--- src/rtl/vga_scan_compositor_if.sv ---
// Scan-side bundle: pixel coordinates out to overlay generators, colours back in,
// and the aligned pin outputs. The master drives timing and pins; the slave is the consumer side.
interface vga_scan_compositor_if;
    logic [9:0] x;
    logic [9:0] y;
    logic       active;
    logic [5:0] overlay_rgb;
    logic [5:0] bg_rgb;
    logic       hsync_o;
    logic       vsync_o;
    logic [5:0] rgb_o;
    logic       frame_tick;
    logic [7:0] frame_count;

    modport master (
        output x, y, active, hsync_o, vsync_o, rgb_o, frame_tick, frame_count,
        input  overlay_rgb, bg_rgb
    );

    modport slave (
        input  x, y, active, hsync_o, vsync_o, rgb_o, frame_tick, frame_count,
        output overlay_rgb, bg_rgb
    );
endinterface

--- src/rtl/vga_scan_compositor.sv ---
// Purpose: 640x480@60 scan timing plus colour-key compositing of overlay over background.
// Latency: pins (hsync_o/vsync_o/rgb_o) lag the presented x/y by one pix_en cycle.
// Backpressure: none; pix_en low freezes every register. SCAN_TESTBARS_EN swaps bg_rgb for colour bars.
module vga_scan_compositor #(
    parameter int         H_ACTIVE    = 640,
    parameter int         H_FP        = 16,
    parameter int         H_SYNC      = 96,
    parameter int         H_BP        = 48,
    parameter int         V_ACTIVE    = 480,
    parameter int         V_FP        = 10,
    parameter int         V_SYNC      = 2,
    parameter int         V_BP        = 33,
    parameter logic       SYNC_ACTIVE = 1'b0,
    parameter logic [5:0] KEY_COLOR   = 6'b100001
) (
    input  logic                   clk,
    input  logic                   rst_n,
    input  logic                   pix_en,
    vga_scan_compositor_if.master  bus
);

    localparam logic [9:0] H_LAST   = 10'(H_ACTIVE + H_FP + H_SYNC + H_BP - 1);
    localparam logic [9:0] V_LAST   = 10'(V_ACTIVE + V_FP + V_SYNC + V_BP - 1);
    localparam logic [9:0] H_VIS    = 10'(H_ACTIVE);
    localparam logic [9:0] V_VIS    = 10'(V_ACTIVE);
    localparam logic [9:0] HS_START = 10'(H_ACTIVE + H_FP);
    localparam logic [9:0] HS_END   = 10'(H_ACTIVE + H_FP + H_SYNC);
    localparam logic [9:0] VS_START = 10'(V_ACTIVE + V_FP);
    localparam logic [9:0] VS_END   = 10'(V_ACTIVE + V_FP + V_SYNC);

    logic [9:0] x_q;
    logic [9:0] y_q;
    logic       hsync_q;
    logic       vsync_q;
    logic [5:0] rgb_q;
    logic       tick_q;
    logic [7:0] frame_cnt_q;

    logic       active_c;
    logic       hs_raw;
    logic       vs_raw;
    logic       line_end;
    logic       frame_end;
    logic [5:0] background;
    logic [5:0] composite;

    assign active_c  = (x_q < H_VIS) && (y_q < V_VIS);
    assign hs_raw    = (x_q >= HS_START) && (x_q < HS_END);
    assign vs_raw    = (y_q >= VS_START) && (y_q < VS_END);
    assign line_end  = (x_q == H_LAST);
    assign frame_end = line_end && (y_q == V_LAST);

`ifdef SCAN_TESTBARS_EN
    // Eight 80-pixel bars keyed purely on x; the external background is not consulted.
    always_comb begin
        background = 6'b000000;
        if      (x_q < 10'd80)  background = 6'b111111;
        else if (x_q < 10'd160) background = 6'b111100;
        else if (x_q < 10'd240) background = 6'b001111;
        else if (x_q < 10'd320) background = 6'b001100;
        else if (x_q < 10'd400) background = 6'b110011;
        else if (x_q < 10'd480) background = 6'b110000;
        else if (x_q < 10'd560) background = 6'b000011;
    end
`else
    assign background = bus.bg_rgb;
`endif

    // Transparent overlay pixels show the background; blanking forces black.
    assign composite = !active_c                     ? 6'b000000  :
                       (bus.overlay_rgb == KEY_COLOR) ? background :
                                                        bus.overlay_rgb;

    always_ff @(posedge clk) begin
        if (!rst_n) begin
            x_q         <= '0;
            y_q         <= '0;
            hsync_q     <= ~SYNC_ACTIVE;
            vsync_q     <= ~SYNC_ACTIVE;
            rgb_q       <= '0;
            tick_q      <= 1'b0;
            frame_cnt_q <= '0;
        end else begin
            // The tick self-clears every clock so it never stretches across stalled cycles.
            tick_q <= 1'b0;
            if (pix_en) begin
                hsync_q <= hs_raw ? SYNC_ACTIVE : ~SYNC_ACTIVE;
                vsync_q <= vs_raw ? SYNC_ACTIVE : ~SYNC_ACTIVE;
                rgb_q   <= composite;
                if (line_end) begin
                    x_q <= '0;
                    y_q <= frame_end ? 10'd0 : y_q + 10'd1;
                end else begin
                    x_q <= x_q + 10'd1;
                end
                if (frame_end) begin
                    tick_q      <= 1'b1;
                    frame_cnt_q <= frame_cnt_q + 8'd1;
                end
            end
        end
    end

    assign bus.x           = x_q;
    assign bus.y           = y_q;
    assign bus.active      = active_c;
    assign bus.hsync_o     = hsync_q;
    assign bus.vsync_o     = vsync_q;
    assign bus.rgb_o       = rgb_q;
    assign bus.frame_tick  = tick_q;
    assign bus.frame_count = frame_cnt_q;

endmodule

--- src/flat_wrapper.sv ---
// flat-port wrapper written by rule: the top's interface ports become plain ports
module vga_scan_compositor_flat 
#(
    parameter int         H_ACTIVE    = 640,
    parameter int         H_FP        = 16,
    parameter int         H_SYNC      = 96,
    parameter int         H_BP        = 48,
    parameter int         V_ACTIVE    = 480,
    parameter int         V_FP        = 10,
    parameter int         V_SYNC      = 2,
    parameter int         V_BP        = 33,
    parameter logic       SYNC_ACTIVE = 1'b0,
    parameter logic [5:0] KEY_COLOR   = 6'b100001
)
  (clk, rst_n, pix_en, bus_x, bus_y, bus_active, bus_hsync_o, bus_vsync_o, bus_rgb_o, bus_frame_tick, bus_frame_count, bus_overlay_rgb, bus_bg_rgb);
  vga_scan_compositor_if bus_i ();
  input  logic clk;
  input  logic rst_n;
  input  logic pix_en;
  output wire logic [$bits(bus_i.x)-1:0] bus_x;
  output wire logic [$bits(bus_i.y)-1:0] bus_y;
  output wire logic [$bits(bus_i.active)-1:0] bus_active;
  output wire logic [$bits(bus_i.hsync_o)-1:0] bus_hsync_o;
  output wire logic [$bits(bus_i.vsync_o)-1:0] bus_vsync_o;
  output wire logic [$bits(bus_i.rgb_o)-1:0] bus_rgb_o;
  output wire logic [$bits(bus_i.frame_tick)-1:0] bus_frame_tick;
  output wire logic [$bits(bus_i.frame_count)-1:0] bus_frame_count;
  input wire logic [$bits(bus_i.overlay_rgb)-1:0] bus_overlay_rgb;
  input wire logic [$bits(bus_i.bg_rgb)-1:0] bus_bg_rgb;
  assign bus_x = bus_i.x;
  assign bus_y = bus_i.y;
  assign bus_active = bus_i.active;
  assign bus_hsync_o = bus_i.hsync_o;
  assign bus_vsync_o = bus_i.vsync_o;
  assign bus_rgb_o = bus_i.rgb_o;
  assign bus_frame_tick = bus_i.frame_tick;
  assign bus_frame_count = bus_i.frame_count;
  assign bus_i.overlay_rgb = bus_overlay_rgb;
  assign bus_i.bg_rgb = bus_bg_rgb;
  vga_scan_compositor #(.H_ACTIVE(H_ACTIVE), .H_FP(H_FP), .H_SYNC(H_SYNC), .H_BP(H_BP), .V_ACTIVE(V_ACTIVE), .V_FP(V_FP), .V_SYNC(V_SYNC), .V_BP(V_BP), .SYNC_ACTIVE(SYNC_ACTIVE), .KEY_COLOR(KEY_COLOR)) u_core (.clk(clk), .rst_n(rst_n), .pix_en(pix_en), .bus(bus_i));
endmodule
--- config.mk ---
export PLATFORM = sky130hd
export DESIGN_NAME = vga_scan_compositor_flat
export DESIGN_NICKNAME = d
export VERILOG_FILES = /design/src/rtl/vga_scan_compositor_if.sv /design/src/rtl/vga_scan_compositor.sv /design/src/flat_wrapper.sv
export SDC_FILE = /design/constraint.sdc
export NUM_CORES = 1
export LEC_CHECK = 0
export CORE_ASPECT_RATIO = 1.25
export CORE_MARGIN = 2
export CORE_UTILIZATION = 47
export CTS_CLUSTER_SIZE = 24
export DETAILED_ROUTE_END_ITERATION = 8
export PLACE_DENSITY = 0.79
export SLEW_MARGIN = 20
export SYNTH_ARGS = -nofsm -noshare
export SYNTH_HDL_FRONTEND = slang
export SYNTH_SLANG_ARGS = --single-unit
--- constraint.sdc ---
create_clock -name clk -period 2.21 [get_ports clk]
set_input_delay 0.3315 -clock clk [delete_from_list [all_inputs] [get_ports clk]]
set_output_delay 0.3315 -clock clk [all_outputs]
set_load 0.05 [all_outputs]
==> results.tsv, run 1 <==
stage	metric	value	unit
status	status	finished, final reports clean	
detailed_routing	ant_nets	0	
logic_synthesis	synth_seq_cells	37	
cts	h-tree-depth	2	
timing	worstMarginPinSlew	0.530	ns
logic_synthesis	yosysWarningCount	0	
logic_synthesis	synth.area.top_cells	dfxtp_1 (40%), a21oi_1 (4.1%), nor2_1 (4.1%), ha_1 (3.4%), o31ai_1 (3.3%)	
logic_synthesis	syn_area	0.00185	mm2
cts	cts_inserted_buffers	5	
logic_synthesis	synth_seq_area_share	40.1	%
cts	post_cts_buffers	0	
finish	final_common_cell	clkdlybuf4s50_1	
detailed_routing	dr.pass1.iters	4	
floorplan	die_area	0.00445	mm2
timing	fin_crit	2.09	ns
detailed_routing	via_count	1819	
worst_hold_path	hold_start	u_core.bus.vsync_o	
finish	regArea	741	um2
finish	num_antenna_cells	0	
power_and_ir_drop	p_per_area	522	mW/mm2
place	dp_hpwl	3280	um
cts	clock_sink_count	37	
cts	ctsResizeCount	0	
floorplan	start_util	48.8	%
detailed_routing	drt_iter0_drc	35	
worst_setup_path	critPathTopFamily	buffers and inverters	
worst_setup_path	endpoint_kind	output pin	
worst_setup_path	path_max_fanout	10	
timing	setup_tns	0	ns
worst_setup_path	slowest_delay	0.88	ns
logic_synthesis	synth_edf_count	0	
place	place_congestion	0.815	
timing	worst_clock_skew	0.00387	ns
timing	finalCritPeriodShare	94.5	%
timing	hold_viol	0	
global_route	grt.total_usage	21.1	%
run	max_cap_viol_count	0	
global_route	grt_max_degree	19	
cts	cts.clk_slew.worst_paths	0.07	ns
cts	postCtsHoldBufs	0	
power_and_ir_drop	p_total	1.35	mW
timing	max_clock_freq	0.479	GHz
cts	clockRootBuffer	clkbuf_8	
logic_synthesis	synth_top_area_cell	dfxtp_1	
power_and_ir_drop	vdd_drop_max	0.000407	V
worst_setup_path	cp_slowest_cell	clkdlybuf4s50_1	
cts	tritoncts	built	
timing	slew_headroom	64.6	%
worst_setup_path	arrival	1.76	ns
timing	rsz0062_at_grt	false	
floorplan	row_count	25	
logic_synthesis	asyncSetResetFlopFracSynth	0	%
cts	clk_path_buf_depth	2	
finish	multi_input_area	0.00101	mm2
logic_synthesis	synthFlopType	dfxtp_1	
worst_setup_path	reg2reg_from	u_core.bus.x[0]	
global_route	grt_pass1_vias	1643	
detailed_routing	drcViolationCount	0	
logic_synthesis	yosysUniqueCellTypes	40	
worst_setup_path	critPathLaunch	u_core.bus.y[4]	
place	port_buffers	52	
power_and_ir_drop	p_leak	0.907	nW
timing	setup_viol	0	
finish	fin_nets	293	
timing	slew_viol_final	0	
logic_synthesis	syn_avg_cell_area	8.75	um2
cts	clk_latency	0.29	ns
floorplan	dieWidth	60.1	um
logic_synthesis	synth_nets	231	
finish	drive_above_1_share	11.3	%
detailed_routing	wl_per_cell	13.8	um
global_route	grt_overflow	0	
detailed_routing	wirelength	4520	um
floorplan	die_h	74.1	um
worst_setup_path	start_kind	flop	
finish	fillers	320	
floorplan	io_pins	53	
global_route	antenna_found_initial	0	
finish	area_delta_synth_final	39.8	%
floorplan	core_area	0.00378	mm2
worst_setup_path	crit_buf_inv	1	
worst_setup_path	worstPathCellList	clkdlybuf4s50_1	
finish	final_cell_mix	clkdlybuf4s50_1 (51), dfxtp_1 (37), nor2_1 (20), a21oi_1 (15), buf_4 (14)	
worst_setup_path	required	1.88	ns
worst_setup_path	worstSetupPathType	reg -> out	
detailed_routing	vias_per_cell	5.55	
logic_synthesis	syn_inst	211	
logic_synthesis	yosys.area.top_type_share	40.1	%
worst_hold_path	hold_path.class	reg -> reg	
global_route	grt_pass1_wl	7210	um
-- layer usage --
layer | global-route usage, % | share of wire, %
met5 | 0 | 0
met4 | 8.40 | 1.3
met3 | 6.09 | 6.7
met2 | 36.5 | 49
met1 | 24.1 | 43
-- flip-flops by register name (all words and copies together), names as in the netlist --
| signal | flops |
|---|---|
| u_core.bus.rgb_o | 6 |
| u_core.bus.x | 10 |
| u_core.bus.frame_count | 8 |
| u_core.bus.y | 10 |
| u_core.bus.frame_tick | 1 |
| u_core.bus.hsync_o | 1 |
| u_core.bus.vsync_o | 1 |
-- through the flow --
stage	setup WS, ns	utilization (%)	hold WS (ns)	cells	instance area [um2]
after floorplan	0.162	-	0.570	211	1850
after global placement	0.0400	65.5	0.458	320	2480
after detailed placement	-0.0142	65.5	0.459	320	2480
after CTS	0.119	68.2	0.477	328	2580
after global routing	0.0146	68.2	0.503	328	2580
final	0.122	68.2	0.476	328	2580
-- area by class of cell --
cell class | instances | area share, %
Sequential cell | 37 | 28.7
Clock inverter | 1 | 0.194
Clock buffer | 7 | 3.73
Timing Repair Buffer | 65 | 23.8
Tap cell | 54 | 2.62
Inverter | 12 | 1.75
Multi-Input combinational cell | 152 | 39.2
-- final timing paths --
kind,to,slack [ns],cells after the start
setup / recovery,bus_y[4],0.12,1
hold / removal,u_core.bus.vsync_o,0.48,2
setup reg to reg,u_core.bus.y[0],0.22,6
hold reg to reg,u_core.bus.vsync_o,0.48,2
-- power by group --
group / switching, mW / internal [mW]
sequential: 0.00851 / 0.676
combinational: 0.0764 / 0.0633
clock: 0.240 / 0.282
total: 0.325 / 1.02
-- synthesized netlist by cell type (all sizes together) (2+ instances only) --
library cell,n
xor2,4
clkbuf,4
or3,8
nor3b,2
and4,5
xnor2,6
inv,11
nand2,11
or4,8
nand3,7
nand4,9
mux2i,3
and2,2
nor2,20
o32ai,2
dfxtp,37
a41oi,4
ha,5
o21a,3
nor2b,4
o21ai,9
nor3,5
o31ai,8
buf,6
and3,3
a21oi,15
a2bb2oi,5
-- logic make-up after synthesis --
logic type,share of synthesized area (%)
adders and majority gates,3.39
AOI/OAI and AO/OA,16.4
DFF,40.1
and+or+nand+nor,28.3
xor gates and xnor gates,4.74
muxes,1.63
buffers and inverters,5.42
(Power assumes the default switching activity.)
==> inputs of run 2 (changes only) <==
--- a/config.mk
+++ b/config.mk
@@ -7,10 +7,11 @@
 export LEC_CHECK = 0
 export CORE_ASPECT_RATIO = 1.25
 export CORE_MARGIN = 2
-export CORE_UTILIZATION = 47
+export CORE_UTILIZATION = 49
+export CTS_BUF_LIST = sky130_fd_sc_hd__clkbuf_4 sky130_fd_sc_hd__clkbuf_8
 export CTS_CLUSTER_SIZE = 24
 export DETAILED_ROUTE_END_ITERATION = 8
-export PLACE_DENSITY = 0.79
+export PLACE_DENSITY = 0.82
 export SLEW_MARGIN = 20
 export SYNTH_ARGS = -nofsm -noshare
 export SYNTH_HDL_FRONTEND = slang
==> run 2 against run 1 <==
Net effect: highest routed layer unchanged; global-route usage grew 1.4 points; sequential power hardly changed; combinational power hardly changed; first-iteration DRC count rose to 3.1 times the previous value; register-to-register slack better by 0.09 ns; clock-buffer cell count unchanged; fmax increased by 4.3%; critical endpoint is now bus_y[5]; the flow now finishes with violations (design-rule violations); routed wire length down 2.1%; critical path depth is the same.
==> results.tsv, run 2 (synthesis results as in run 1) <==
stage	metric	value	unit
status	status	finished, violations left	
status	violations	design-rule violations	
global_route	grt.total_usage	22.5	%
finish	drive_above_1_share	11.3	%
worst_setup_path	reg2reg_from	u_core.bus.x[0]	
worst_setup_path	worstSetupPathType	reg -> out	
detailed_routing	wl_per_cell	14.1	um
worst_setup_path	arrival	1.67	ns
finish	area_delta_synth_final	38.5	%
worst_setup_path	required	1.88	ns
worst_setup_path	path_max_fanout	8	
worst_setup_path	endpoint_kind	output pin	
floorplan	row_count	24	
worst_setup_path	critPathTopFamily	buffers and inverters	
detailed_routing	dr.pass1.iters	6	
worst_setup_path	cp_slowest_cell	clkdlybuf4s50_1	
place	dp_hpwl	3290	um
cts	postCtsHoldBufs	0	
worst_hold_path	hold_path.class	reg -> reg	
floorplan	die_h	72.6	um
worst_setup_path	reg2reg_slack	0.31	ns
floorplan	io_pins	53	
power_and_ir_drop	vdd_drop_max	0.000318	V
floorplan	dieWidth	58.9	um
worst_hold_path	hold_depth	2	
cts	tritoncts	built	
timing	rsz0062_at_grt	false	
global_route	grt_pass1_wl	7460	um
worst_setup_path	slowest_delay	0.88	ns
timing	slew_headroom	65.5	%
global_route	grt_max_degree	23	
cts	h-tree-depth	2	
timing	hold_viol	0	
cts	clockRootBuffer	clkbuf_8	
floorplan	core_area	0.00354	mm2
worst_hold_path	whs_endpoint	u_core.bus.vsync_o	
timing	fin_crit	2.00	ns
power_and_ir_drop	p_comb_share	10.9	%
power_and_ir_drop	p_int	1.00	mW
power_and_ir_drop	p_clk_share	36.7	%
worst_setup_path	worstPathCellList	clkdlybuf4s50_1	
finish	fin_nets	294	
timing	worst_clock_skew	0.00415	ns
power_and_ir_drop	seq_power_share	52.4	%
timing	setup_ws	0.208	ns
cts	ctsResizeCount	0	
detailed_routing	wirelength	4420	um
worst_setup_path	start_kind	flop	
finish	num_antenna_cells	0	
detailed_routing	via_count	1794	
cts	clk_latency	0.29	ns
timing	setup_tns	0	ns
timing	worstMarginPinSlew	0.516	ns
place	dp_slack	0.103	ns
finish	final_cell_mix	clkdlybuf4s50_1 (51), dfxtp_1 (37), nor2_1 (20), a21oi_1 (15), buf_4 (15)	
global_route	grt_pass1_vias	1644	
place	place_congestion	0.788	
global_route	grt_overflow	0	
worst_setup_path	crit_buf_inv	1	
power_and_ir_drop	p_total	1.31	mW
cts	post_cts_buffers	0	
finish	fin_util	72.2	%
cts	clk_path_buf_depth	2	
finish	final_common_cell	clkdlybuf4s50_1	
worst_setup_path	ff2ff_path_depth	6	
cts	cts_inserted_buffers	5	
worst_setup_path	r2r-end	u_core.bus.y[8]	
place	port_buffers	52	
detailed_routing	vias_per_cell	5.73	
timing	slew_viol_final	0	
worst_hold_path	hold_start	u_core.bus.vsync_o	
detailed_routing	ant_nets	0	
global_route	antenna_found_initial	0	
power_and_ir_drop	p_leak	0.904	nW
detailed_routing	drt_iter0_drc	108	
timing	max_clock_freq	0.499	GHz
finish	fillers	273	
power_and_ir_drop	switching_share	23.4	%
timing	setup_viol	0	
detailed_routing	drcViolationCount	7	
floorplan	die_area	0.00428	mm2
floorplan	start_util	52.1	%
cts	cts.clk_slew.worst_paths	0.07	ns
cts	clock_sink_count	37	
run	max_cap_viol_count	0	
power_and_ir_drop	p_per_area	511	mW/mm2
power_and_ir_drop	power_switching	0.306	mW
timing	finalCritPeriodShare	90.6	%
run 2: layout make-up:
class | instances | area, um2 | area share [%]
timing repair buffer | 66 | 623 | 24.4
sequential | 37 | 741 | 28.9
multi-input combinational | 152 | 1010 | 39.5
inverter | 12 | 45.0 | 1.76
tap | 39 | 48.8 | 1.91
clock buffer | 7 | 90.1 | 3.52
run 2: routing by layer:
metal  track usage, %  share of wire [%]  vias to the layer above
met3             4.61                5.8                        7
met5                0                  0                        -
li1                 -                  -                      899
met2             37.5                 50                       47
met1             28.4                 43                      841
met4             8.08                1.2                        0
run 2: how the worst max path moves through the flow:
| stage | startpoint | endpoint | slack (ns) | cells after the start |
|---|---|---|---|---|
| floorplan | u_core.bus.x[0] | u_core.bus.frame_count[2] | 0.16 | 6 |
| global placement | pix_en | u_core.bus.y[8] | 0.12 | 6 |
| detailed placement | pix_en | u_core.bus.y[8] | 0.10 | 6 |
| CTS | u_core.bus.y[5] | bus_y[5] | 0.20 | 1 |
| global route | u_core.bus.x[5] | bus_x[5] | 0.17 | 1 |
| finish | u_core.bus.y[5] | bus_y[5] | 0.21 | 1 |
run 2: stage by stage:
stage	cell area, um2	std cells	hold slack [ns]
after detailed placement	2470	306	0.456
after global placement	2470	306	0.452
final	2560	313	0.475
after floorplan	1850	211	0.570
after CTS	2560	313	0.473
after global routing	2560	313	0.506
run 2: power by group through the flow:
stage               sequential (mW)  combinational, mW  clock (mW)
floorplan                     0.734             0.0442           0
global route                  0.686              0.154       0.522
CTS                           0.685              0.143       0.492
finish                        0.685              0.143       0.480
global placement              0.700              0.141           0
detailed placement            0.700              0.142           0
==> inputs of run 3 (changes only) <==
--- a/config.mk
+++ b/config.mk
@@ -11,6 +11,7 @@
 export CTS_BUF_LIST = sky130_fd_sc_hd__clkbuf_4 sky130_fd_sc_hd__clkbuf_8
 export CTS_CLUSTER_SIZE = 24
 export DETAILED_ROUTE_END_ITERATION = 8
+export MAX_ROUTING_LAYER = met4
 export PLACE_DENSITY = 0.82
 export SLEW_MARGIN = 20
 export SYNTH_ARGS = -nofsm -noshare
==> run 3 against run 2 <==
Net effect: the flow still finishes with violations (design-rule violations); routed wire length shrank 0.25%; clock-buffer cell count unchanged; fmax hardly changed; highest routed layer unchanged; clock skew is essentially flat; critical endpoint unchanged.
==> results.tsv, run 3 (synthesis results as in run 1) <==
stage	metric	value	unit
worst_setup_path	reg2reg_from	u_core.bus.x[0]	
global_route	grt_pass1_wl	7490	um
worst_hold_path	hold_path.class	reg -> reg	
power_and_ir_drop	p_leak	0.904	nW
finish	area_delta_synth_final	38.5	%
floorplan	dieWidth	58.9	um
worst_setup_path	cp_slowest_cell	clkdlybuf4s50_1	
worst_setup_path	required	1.88	ns
place	dpl-instance-area	0.00247	mm2
timing	setup_viol	0	
worst_hold_path	hold_depth	2	
cts	cts.clk_slew.worst_paths	0.07	ns
finish	fin_area	0.00256	mm2
global_route	grt_max_degree	23	
floorplan	start_util	52.1	%
cts	postCtsHoldBufs	0	
timing	setup_tns	0	ns
floorplan	die_area	0.00428	mm2
timing	worstMarginPinSlew	0.516	ns
global_route	grt.total_usage	23.2	%
finish	fin_nets	294	
detailed_routing	wirelength	4410	um
cts	tritoncts	built	
power_and_ir_drop	power_switching	0.305	mW
worst_setup_path	reg2reg_slack	0.31	ns
detailed_routing	vias_per_cell	5.71	
worst_setup_path	arrival	1.67	ns
global_route	antenna_found_initial	0	
power_and_ir_drop	vdd_drop_max	0.000318	V
timing	slew_viol_final	0	
floorplan	die_h	72.6	um
power_and_ir_drop	p_comb_share	10.9	%
floorplan	core_area	0.00354	mm2
status	violations	design-rule violations	
finish	drive_above_1_share	11.3	%
timing	slew_headroom	65.5	%
timing	hold_viol	0	
global_route	grt_overflow	0	
finish	fillers	273	
cts	clk_latency	0.29	ns
worst_setup_path	critPathTopFamily	buffers and inverters	
timing	setup_ws	0.208	ns
detailed_routing	drcViolationCount	7	
cts	ctsResizeCount	0	
timing	rsz0062_at_grt	false	
floorplan	row_count	24	
place	place_congestion	0.799	
power_and_ir_drop	switching_share	23.4	%
worst_setup_path	r2r-end	u_core.bus.y[8]	
cts	cts_inserted_buffers	5	
place	dp_slack	0.103	ns
floorplan	io_pins	53	
finish	fin_util	72.2	%
timing	finalCritPeriodShare	90.6	%
worst_hold_path	whs_endpoint	u_core.bus.vsync_o	
worst_hold_path	hold_start	u_core.bus.vsync_o	
worst_setup_path	worstSetupPathType	reg -> out	
run	max_cap_viol_count	0	
worst_setup_path	endpoint_kind	output pin	
worst_setup_path	ff2ff_path_depth	6	
cts	clockRootBuffer	clkbuf_8	
detailed_routing	ant_nets	0	
detailed_routing	wl_per_cell	14.1	um
worst_setup_path	path_max_fanout	8	
place	port_buffers	52	
worst_setup_path	slowest_delay	0.88	ns
power_and_ir_drop	p_clk_share	36.7	%
detailed_routing	via_count	1788	
finish	final_cell_mix	clkdlybuf4s50_1 (51), dfxtp_1 (37), nor2_1 (20), a21oi_1 (15), buf_4 (15)	
worst_setup_path	crit_buf_inv	1	
finish	num_antenna_cells	0	
detailed_routing	dr.pass1.iters	6	
worst_setup_path	worstPathCellList	clkdlybuf4s50_1	
timing	max_clock_freq	0.500	GHz
place	dp_hpwl	3290	um
global_route	grt_pass1_vias	1642	
cts	clk_path_buf_depth	2	
place	place_inst	306	
cts	post_cts_buffers	0	
detailed_routing	drt_iter0_drc	97	
power_and_ir_drop	p_per_area	511	mW/mm2
cts	clock_sink_count	37	
timing	worst_clock_skew	0.00419	ns
status	status	finished, violations left	
power_and_ir_drop	seq_power_share	52.4	%
timing	fin_crit	2.00	ns
power_and_ir_drop	p_int	1.00	mW
finish	final_common_cell	clkdlybuf4s50_1	
finish	final_cells	313	
worst_setup_path	start_kind	flop	
cts	h-tree-depth	2	
run 3: cell counts in the layout (fill, tap and decap cells not counted):
No cell type changed its count.
run 3: worst max-delay path by stage:
stage,cells after the start,to,startpoint,slack (ns)
after floorplan,6,u_core.bus.frame_count[2],u_core.bus.x[0],0.16
after global placement,6,u_core.bus.y[8],pix_en,0.12
after detailed placement,6,u_core.bus.y[8],pix_en,0.10
after CTS,1,bus_y[5],u_core.bus.y[5],0.20
after global routing,1,bus_x[5],u_core.bus.x[5],0.17
final,1,bus_y[5],u_core.bus.y[5],0.21
run 3: through the flow:
step / power (mW) / hold WS [ns]
3_3_place_gp: 0.841 / 0.452
5_1_grt: 1.36 / 0.506
6_report: 1.31 / 0.474
4_1_cts: 1.32 / 0.473
2_1_floorplan: 0.778 / 0.570
3_5_place_dp: 0.843 / 0.456
run 3: area by class of cell:
type / count / area, um2 / area share (%)
multi-input cells: 152 / 1010 / 39.5
well taps: 39 / 48.8 / 1.91
inverters: 12 / 45.0 / 1.76
flip-flops and latches: 37 / 741 / 28.9
clock buffers: 7 / 90.1 / 3.52
repair buffers: 66 / 623 / 24.4
run 3: routing by layer:
layer  routed length (um)  vias up  GRT usage, %
met5                    0        -             -
met4                   59        0          8.08
met3                  242        7          4.61
met2                 2190       48          37.4
met1                 1920      835          28.7
li1                     -      898             -
run 3: power groups by stage:
| stage | registers [mW] | logic (mW) | clock network, mW |
|---|---|---|---|
| 6_report | 0.685 | 0.143 | 0.479 |
| 5_1_grt | 0.686 | 0.154 | 0.522 |
| 3_5_place_dp | 0.700 | 0.142 | 0 |
| 4_1_cts | 0.685 | 0.143 | 0.492 |
| 2_1_floorplan | 0.734 | 0.0442 | 0 |
| 3_3_place_gp | 0.700 | 0.141 | 0 |
